===== src/rtl/store_commit_buffer.sv =====
// Post-retirement store buffer draining retired stores in order to memory.
// Optional load forwarding is compiled in when STORE_BUF_FWD_EN is defined.
module store_commit_buffer #(
  parameter int DEPTH  = 8,
  parameter int N      = 3,
  parameter int ADDR_W = 32,
  parameter int DATA_W = 32
) (
  input  logic                     clock,
  input  logic                     reset_n,
  input  logic [N-1:0]             retire_valid,
  input  logic [N*ADDR_W-1:0]      retire_addr,
  input  logic [N*DATA_W-1:0]      retire_data,
  input  logic [N*2-1:0]           retire_size,
  output logic [$clog2(DEPTH+1)-1:0] free_entries,
  output logic                     mem_req_valid,
  output logic [ADDR_W-1:0]        mem_req_addr,
  output logic [DATA_W-1:0]        mem_req_data,
  output logic [1:0]               mem_req_size,
  input  logic                     mem_req_ready,
`ifdef STORE_BUF_FWD_EN
  input  logic [ADDR_W-1:0]        ld_fwd_addr,
  input  logic [1:0]               ld_fwd_size,
  output logic                     ld_fwd_hit,
  output logic [DATA_W-1:0]        ld_fwd_data,
  output logic                     ld_fwd_partial,
`endif
  output logic                     empty,
  output logic                     overflow_err
);

  localparam int PW = (DEPTH > 1) ? $clog2(DEPTH) : 1;
  localparam int CW = $clog2(DEPTH+1);
  localparam int unsigned DEPTH_U = DEPTH;

  function automatic logic [PW-1:0] wrap_add(
    input logic [PW-1:0] p,
    input int unsigned   k
  );
    int unsigned s;
    s = int'(p) + k;
    if (s >= DEPTH_U) s = s - DEPTH_U;
    return s[PW-1:0];
  endfunction

  logic [ADDR_W-1:0] addr_q [DEPTH];
  logic [ADDR_W-1:0] addr_d [DEPTH];
  logic [DATA_W-1:0] data_q [DEPTH];
  logic [DATA_W-1:0] data_d [DEPTH];
  logic [1:0]        size_q [DEPTH];
  logic [1:0]        size_d [DEPTH];

  logic [PW-1:0] head_q, head_d;
  logic [PW-1:0] tail_q, tail_d;
  logic [CW-1:0] count_q, count_d;
  logic [CW-1:0] free_q, free_d;
  logic          empty_q, empty_d;
  logic          ovf_q, ovf_d;

  logic [CW-1:0] n_in;
  logic          accept;
  logic          pop;
  logic [PW-1:0] widx;
  int unsigned   slot;

  assign mem_req_valid = (count_q != '0);
  assign mem_req_addr  = addr_q[head_q];
  assign mem_req_data  = data_q[head_q];
  assign mem_req_size  = size_q[head_q];
  assign free_entries  = free_q;
  assign empty         = empty_q;
  assign overflow_err  = ovf_q;

  always_comb begin
    addr_d = addr_q;
    data_d = data_q;
    size_d = size_q;
    n_in   = '0;
    slot   = 0;
    widx   = '0;
    for (int i = 0; i < N; i++)
      n_in = n_in + CW'(retire_valid[i]);
    // capacity uses last cycle's free count; a pop never makes room
    accept = (n_in <= free_q);
    pop    = mem_req_valid && mem_req_ready;
    for (int i = 0; i < N; i++) begin
      if (accept && retire_valid[i]) begin
        widx         = wrap_add(tail_q, slot);
        addr_d[widx] = retire_addr[i*ADDR_W +: ADDR_W];
        data_d[widx] = retire_data[i*DATA_W +: DATA_W];
        size_d[widx] = retire_size[i*2 +: 2];
        slot         = slot + 1;
      end
    end
    head_d  = pop ? wrap_add(head_q, 1) : head_q;
    tail_d  = accept ? wrap_add(tail_q, int'(n_in)) : tail_q;
    count_d = count_q + (accept ? n_in : '0) - CW'(pop);
    free_d  = CW'(DEPTH) - count_d;
    empty_d = (count_d == '0);
    ovf_d   = ovf_q | ~accept;
  end

  always_ff @(posedge clock) begin
    if (!reset_n) begin
      head_q  <= '0;
      tail_q  <= '0;
      count_q <= '0;
      free_q  <= CW'(DEPTH);
      empty_q <= 1'b1;
      ovf_q   <= 1'b0;
    end else begin
      head_q  <= head_d;
      tail_q  <= tail_d;
      count_q <= count_d;
      free_q  <= free_d;
      empty_q <= empty_d;
      ovf_q   <= ovf_d;
    end
  end

  always_ff @(posedge clock) begin
    if (reset_n) begin
      addr_q <= addr_d;
      data_q <= data_d;
      size_q <= size_d;
    end
  end

`ifdef STORE_BUF_FWD_EN
  localparam int OW = (DATA_W > 8) ? $clog2(DATA_W/8) : 1;

  function automatic logic [ADDR_W:0] nbytes(input logic [1:0] s);
    unique case (1'b1)
      (s == 2'd0): nbytes = (ADDR_W+1)'(1);
      (s == 2'd1): nbytes = (ADDR_W+1)'(2);
      default:     nbytes = (ADDR_W+1)'(DATA_W/8);
    endcase
  endfunction

  logic          f_hit, f_part;
  logic [DATA_W-1:0] f_raw, f_mask;
  logic [ADDR_W:0]   la, lb, sa, sb, off;
  logic [PW-1:0]     fidx;
  logic              cov, ovl;

  always_comb begin
    f_hit  = 1'b0;
    f_part = 1'b0;
    f_raw  = '0;
    fidx   = '0;
    sa     = '0;
    sb     = '0;
    off    = '0;
    cov    = 1'b0;
    ovl    = 1'b0;
    la     = {1'b0, ld_fwd_addr};
    lb     = nbytes(ld_fwd_size);
    // walk oldest to youngest so the youngest match wins
    for (int k = 0; k < DEPTH; k++) begin
      if (CW'(k) < count_q) begin
        fidx = wrap_add(head_q, k);
        sa   = {1'b0, addr_q[fidx]};
        sb   = nbytes(size_q[fidx]);
        cov  = (sa <= la) && (la + lb <= sa + sb);
        ovl  = (sa < la + lb) && (la < sa + sb);
        if (cov) begin
          off    = la - sa;
          f_raw  = data_q[fidx] >> {off[OW-1:0], 3'b000};
          f_hit  = 1'b1;
          f_part = 1'b0;
        end else if (ovl) begin
          f_part = 1'b1;
        end
      end
    end
    unique case (1'b1)
      (ld_fwd_size == 2'd0): f_mask = DATA_W'(8'hFF);
      (ld_fwd_size == 2'd1): f_mask = DATA_W'(16'hFFFF);
      default:               f_mask = '1;
    endcase
  end

  assign ld_fwd_partial = f_part;
  assign ld_fwd_hit     = f_hit && !f_part;
  assign ld_fwd_data    = f_raw & f_mask;
`endif

endmodule


===== config.mk =====
export PLATFORM = sky130hd
export DESIGN_NAME = store_commit_buffer
export DESIGN_NICKNAME = d
export VERILOG_FILES = /design/src/rtl/store_commit_buffer.sv
export SDC_FILE = /design/constraint.sdc
export NUM_CORES = 2
export LEC_CHECK = 0
export BUFFER_PORTS_ARGS = -buffer_cell sky130_fd_sc_hd__buf_2
export CORE_ASPECT_RATIO = 0.75
export CORE_UTILIZATION = 35
export CTS_CLUSTER_DIAMETER = 120
export CTS_CLUSTER_SIZE = 8
export DETAILED_ROUTE_END_ITERATION = 7
export PLACE_DENSITY_LB_ADDON = 0.1
export SYNTH_ARGS = -nofsm -noshare
export SYNTH_HDL_FRONTEND = slang
export SYNTH_SLANG_ARGS = --single-unit

===== constraint.sdc =====
create_clock -name clock -period 5.2 [get_ports clock]
set_input_delay 0.78 -clock clock [delete_from_list [all_inputs] [get_ports clock]]
set_output_delay 0.78 -clock clock [all_outputs]
set_load 0.005 [all_outputs]

-- Word-level counts from Yosys, hierarchy flattened
Index checks and enable logic that the tools add are counted.
- mux-type cells: 50
- $add $sub $neg: 15
- reduce and logical (&&, ||, !) cells: 9
- $lt $le $gt $ge: 13
- bitwise gates (word level): 6
- operator list (operator ; number):
    $bwmux W256 ; 6
    $mux W256 ; 6
    $demux W32 S3 ; 3
    $mux W32 ; 8
    $bmux W32 S3 ; 2
    $bwmux W16 ; 3
    $mux W16 ; 3
    $add A3 B32 Y32 ; 1
    $add A32 B1 Y32 const B ; 1
    $ge A32 B4 Y1 const B ; 1
    $ge A4 B4 Y1 const B ; 7
    $mux W3 ; 9
    $demux W2 S3 ; 3
    $not A3 Y4 ; 4
    $sub A3 B1 Y3 const B ; 5
    $lt A4 B1 Y1 const B ; 3
    $mux W2 ; 5
    $logic_and A1 B1 Y1 ; 7
    $bmux W2 S3 ; 1
    $add A3 B1 Y4 ; 1
    $add A3 B1 Y4 const B ; 1
    $add A3 B3 Y4 ; 1
    $add A4 B3 Y4 ; 1
    $ge A3 B4 Y1 const B ; 1
    10 further kinds ; 10
- bits in registers: 544
- logic and storage cells: 123
- output and inout bits: 73
- bits of input ports: 204

-- Logic depth before layout (Yosys ltp)
- depth in word-level cells: 18
- mapped depth: 21
- mapped depth without buffers: 15

-- Worst setup path after synthesis
Ideal clock, no wire load.
- path kind: input -> register
- start point: input port retire_valid[0]
- end point: register data_q[207] (netlist name), data pin
- data required time: 4.942 ns
- path buffers: 6
- stages on the path: 21
- data arrival time: 5.060 ns
- library setup time: 0.258 ns
- setup slack: -0.118 ns
- cell sequence: fa_1 -> inv_1 -> ha_1 -> a211oi_1 -> o21ai_0 -> buf_2 -> buf_2 -> clkbuf_1 -> and2_1 -> ha_1 -> ha_1 -> inv_1 -> fa_1 -> clkbuf_1 -> nand3_1 -> nor2_1 -> a21o_1 -> or3_1 -> buf_4 -> buf_2 -> o221a_1
- RTL lines (item ; line ; text):
    from (decl) ; 11 ; input logic [N-1:0] retire_valid,
    to (signal assigned) ; 124 ; data_q <= data_d;
    to (decl) ; 48 ; logic [DATA_W-1:0] data_q [DEPTH];

==> impl_metrics.prom <==
# TYPE chip_impl_metric gauge
chip_impl_info{name="run_status",value="finished, final reports clean"} 1
chip_impl_info{name="cp_cell_sequence",value="buf_2 -> fa_1 -> inv_1 -> ha_1 -> a211oi_2 -> o21ai_4 -> and2_1 -> ha_1 -> ha_1 -> inv_1 -> fa_2 -> xnor2_4 -> buf_4 -> nor3_4 -> a21oi_2 -> buf_4 -> a21oi_4 -> buf_12 -> o221a_2"} 1
chip_impl_metric{name="power_leakage",unit="nW"} 14.3
chip_impl_info{name="cts_tree",value="done"} 1
chip_impl_info{name="synth_common_cells",value="sky130_fd_sc_hd__nand2_1, sky130_fd_sc_hd__edfxtp_1, sky130_fd_sc_hd__clkbuf_1, sky130_fd_sc_hd__nor2_1, sky130_fd_sc_hd__a21oi_1"} 1
chip_impl_metric{name="tns",unit="ns"} 0
chip_impl_metric{name="die_width",unit="um"} 374
chip_impl_info{name="crit_path_frequent_cell",value="sky130_fd_sc_hd__ha_1"} 1
chip_impl_metric{name="std_cell_rows",unit=""} 101
chip_impl_info{name="setup_repair_after_global_routing_missed_its_margin",value="no"} 1
chip_impl_metric{name="cp_peak_stage_delay",unit="ns"} 0.57
chip_impl_metric{name="final_net_count",unit=""} 3866
chip_impl_metric{name="drc_errors",unit=""} 0
chip_impl_metric{name="antenna_violating_nets_post_route",unit=""} 0
chip_impl_metric{name="vias_in_the_first_global_route",unit=""} 32800
chip_impl_metric{name="peakVddDrop",unit="mV"} 0.458
chip_impl_metric{name="routedWlPerCell",unit="um"} 35.1
chip_impl_info{name="worst_setup_path_start_kind",value="primary input"} 1
chip_impl_metric{name="post-route-period-util",unit="%"} 86.0
chip_impl_info{name="synth_area_leaders",value="sky130_fd_sc_hd__edfxtp_1, sky130_fd_sc_hd__mux4_2, sky130_fd_sc_hd__nand2_1"} 1
chip_impl_metric{name="postCtsSetupRepairBufs",unit=""} 0
chip_impl_metric{name="die_y",unit="um"} 281
chip_impl_metric{name="design.core.area",unit="um2"} 102000
chip_impl_metric{name="timing.critical_path.buf_inv",unit=""} 6
chip_impl_metric{name="postLayoutCellArea",unit="um2"} 42000
chip_impl_info{name="dominant_cell_by_count_in_the_synthesized_netlist",value="sky130_fd_sc_hd__nand2_1"} 1
chip_impl_info{name="root_buffer",value="sky130_fd_sc_hd__clkbuf_16"} 1
chip_impl_metric{name="io_buffers",unit=""} 276
chip_impl_info{name="criticalPathCategory",value="primary input to register"} 1
chip_impl_metric{name="initial_antenna_violation_count",unit=""} 8
chip_impl_metric{name="synth.lib_cells_used.distinct",unit=""} 57
chip_impl_metric{name="setup_viol_count_final",unit=""} 0
chip_impl_info{name="critPathSlowestCell",value="sky130_fd_sc_hd__fa_1"} 1
chip_impl_metric{name="power.total",unit="mW"} 28.6
chip_impl_info{name="post-synth-top-area-cell",value="sky130_fd_sc_hd__edfxtp_1"} 1
chip_impl_metric{name="arrival",unit="ns"} 5.00
chip_impl_metric{name="share_of_the_core_filled_with_cells",unit="%"} 41.2
chip_impl_metric{name="io-pin-count",unit=""} 277
chip_impl_metric{name="clock_latency",unit="ns"} 0.68
chip_impl_metric{name="wl",unit="um"} 176000
chip_impl_metric{name="asyncSetResetFlopFracSynth",unit="%"} 0
chip_impl_metric{name="maximum_buffer_depth_of_the_clock_tree",unit=""} 3
chip_impl_metric{name="critical_path_required",unit="ns"} 5.73
chip_impl_metric{name="finalHoldViolations",unit=""} 0
chip_impl_metric{name="hpwl",unit="um"} 98700
chip_impl_metric{name="max_cap_violations",unit=""} 0
chip_impl_info{name="cp_top_family",value="adder cells"} 1
chip_impl_metric{name="avgSynthCellArea",unit="um2"} 9.99
chip_impl_metric{name="worst_slew_pin_slew",unit="ns"} 1.16
chip_impl_metric{name="placedInstanceArea",unit="um2"} 39800
chip_impl_info{name="synth-main-ff-cell",value="sky130_fd_sc_hd__edfxtp_1"} 1
chip_impl_metric{name="wire_length_of_the_first_global_routing_pass",unit="um"} 250000
chip_impl_metric{name="drt-vias-per-instance",unit=""} 6.85
chip_impl_metric{name="maximum_clock_frequency",unit="MHz"} 224
chip_impl_metric{name="synth_enable_flop_cells",unit=""} 528
chip_impl_metric{name="postSynthRegisterBits",unit=""} 543
chip_impl_metric{name="ctsResizeCount",unit=""} 0
chip_impl_metric{name="synth_sequential_area_ratio",unit="%"} 44.5
chip_impl_metric{name="slew_headroom",unit="%"} 22.9
chip_impl_metric{name="clkSinkCount",unit=""} 543
chip_impl_metric{name="gp_routability_congestion",unit=""} 0.825
chip_impl_metric{name="h-tree-depth",unit=""} 3
chip_impl_metric{name="synthesis.instances",unit=""} 3635
chip_impl_info{name="worstSetupEndpointType",value="register"} 1
chip_impl_metric{name="routed-via-count",unit=""} 34400
chip_impl_metric{name="post_route_cells_drive_above_1_share",unit="%"} 23.4
chip_impl_metric{name="initialDrtViolationCount",unit=""} 5373
chip_impl_metric{name="timing.critical_path.fanout_max",unit=""} 34
chip_impl_metric{name="cts.reportedPaths.clkPinSlew",unit="ns"} 0.05
chip_impl_metric{name="slew_viol_final",unit=""} 0
chip_impl_metric{name="worst_clock_skew",unit="ns"} 0.0279
chip_impl_metric{name="gr-usage-all-layers",unit="%"} 32.7
chip_impl_metric{name="area_delta_synth_final",unit="%"} 15.6
chip_impl_info{name="hold_path.class",value="register to register"} 1
chip_impl_metric{name="netlist.area_leader.share",unit="%"} 43.6
chip_impl_metric{name="synthesis.area",unit="um2"} 36300
chip_impl_metric{name="cts_inserted_buffers",unit=""} 77
chip_impl_metric{name="ys.warnings.count",unit=""} 0
chip_impl_metric{name="period_minus_slack",unit="ns"} 4.47
chip_impl_metric{name="die_area",unit="um2"} 105000
chip_impl_metric{name="placed_cells",unit=""} 4904
chip_impl_metric{name="floorplan.initialDensity",unit="%"} 35.6
chip_impl_metric{name="firstDrtPassIters",unit=""} 6
chip_impl_metric{name="power-per-cell-area",unit="nW/um2"} 681
chip_impl_metric{name="cts-hold-fix-buffers",unit=""} 0
chip_impl_metric{name="layout.cells.non_filler",unit=""} 5020
chip_impl_metric{name="grt_max_degree",unit=""} 100
chip_impl_metric{name="postSynthNetCount",unit=""} 3857
chip_impl_metric{name="overflow",unit=""} 0
==> power by group <==
group	internal, mW	switching [mW]
clock	2.80	2.10
combinational	6.05	8.99
sequential	7.49	1.17
total	16.3	12.3
==> worst paths after layout <==
| path | endpoint | start | slack, ns | depth (start not counted) |
|---|---|---|---|---|
| worst max-delay path | data_q[148] | retire_valid[0] | 0.73 | 19 |
| worst min-delay path | overflow_err | overflow_err | 0.48 | 2 |
| worst max register to register | data_q[148] | count_q[0] | 1.08 | 16 |
| worst min register to register | overflow_err | overflow_err | 0.48 | 2 |
==> registers in the layout, summed over array words and instances, names as in the netlist <==
register      cells
size_q           16
head_q            3
free_entries      3
empty             1
data_q          256
overflow_err      1
count_q           4
tail_q            3
addr_q          256
==> kinds of logic after synthesis <==
| logic type | count (synthesis) | synth area share, % |
|---|---|---|
| compound gates | 1147 | 23.3 |
| simple gates | 1126 | 13.1 |
| flops | 543 | 44.5 |
| buf+inv | 524 | 5.95 |
| mux | 265 | 12.1 |
| fa+ha+maj | 18 | 0.703 |
| xor+xnor | 12 | 0.382 |
==> worst reg2reg max path, delay by kind of cell, from the launching register on <==
kind | cells | cell delay, ns
AOI/OAI and AO/OA | 5 | 1.03
xor gates and xnor gates | 1 | 0.19
adders and majority gates | 4 | 1.14
buffers and inverters | 4 | 0.72
DFF | 1 | 0.52
and+or+nand+nor | 2 | 0.41
==> cell type report <==
cell class | instances | area (um2)
diodes | 5 | 12.5
clock buffers | 111 | 2140
fillers | 9726 | 60000
inverters | 17 | 63.8
multi-input cells | 2568 | 18400
flip-flops and latches | 543 | 16200
well taps | 1339 | 1680
repair buffers | 437 | 3560
==> through the flow <==
step	hold WS, ns	setup slack, ns
6_report	0.478	0.728
5_1_grt	0.490	0.551
4_1_cts	0.482	0.767
3_5_place_dp	0.468	0.0639
3_3_place_gp	0.455	0.100
2_1_floorplan	0.465	0.00109
==> placed cells by master (no fill, tap or decap), types with 6 or more instances in the layout <==
cell	count
sky130_fd_sc_hd__edfxtp_1	528
sky130_fd_sc_hd__o221ai_1	64
sky130_fd_sc_hd__clkbuf_1	30
sky130_fd_sc_hd__mux4_2	132
sky130_fd_sc_hd__buf_2	275
sky130_fd_sc_hd__ha_1	14
sky130_fd_sc_hd__mux2_2	66
sky130_fd_sc_hd__nand2b_1	65
sky130_fd_sc_hd__nand3_4	7
sky130_fd_sc_hd__nand3_1	110
sky130_fd_sc_hd__o22a_1	64
sky130_fd_sc_hd__buf_4	84
sky130_fd_sc_hd__nor2_1	316
sky130_fd_sc_hd__nand3b_1	30
sky130_fd_sc_hd__a32oi_1	132
sky130_fd_sc_hd__buf_12	77
sky130_fd_sc_hd__nor3_1	6
sky130_fd_sc_hd__clkbuf_16	81
sky130_fd_sc_hd__o22ai_1	64
sky130_fd_sc_hd__o21ai_0	137
sky130_fd_sc_hd__o221a_1	35
sky130_fd_sc_hd__mux2i_1	67
sky130_fd_sc_hd__o211ai_1	68
sky130_fd_sc_hd__inv_1	16
sky130_fd_sc_hd__nand2_1	545
sky130_fd_sc_hd__o221a_2	93
sky130_fd_sc_hd__dfxtp_1	12
sky130_fd_sc_hd__a221oi_1	66
sky130_fd_sc_hd__a31oi_1	68
sky130_fd_sc_hd__a21oi_1	270
sky130_fd_sc_hd__nand2_4	10
sky130_fd_sc_hd__o32a_1	64
sky130_fd_sc_hd__xor2_1	6
==> layer usage <==
metal | GRT usage, % | routed length, um | share of wire, %
met4 | 8.84 | 4610 | 2.6
met5 | 0 | 24 | 0.014
met2 | 46.9 | 73600 | 42
met1 | 48.1 | 75700 | 43
met3 | 8.52 | 22100 | 13
Power figures use the tool's default switching activity.
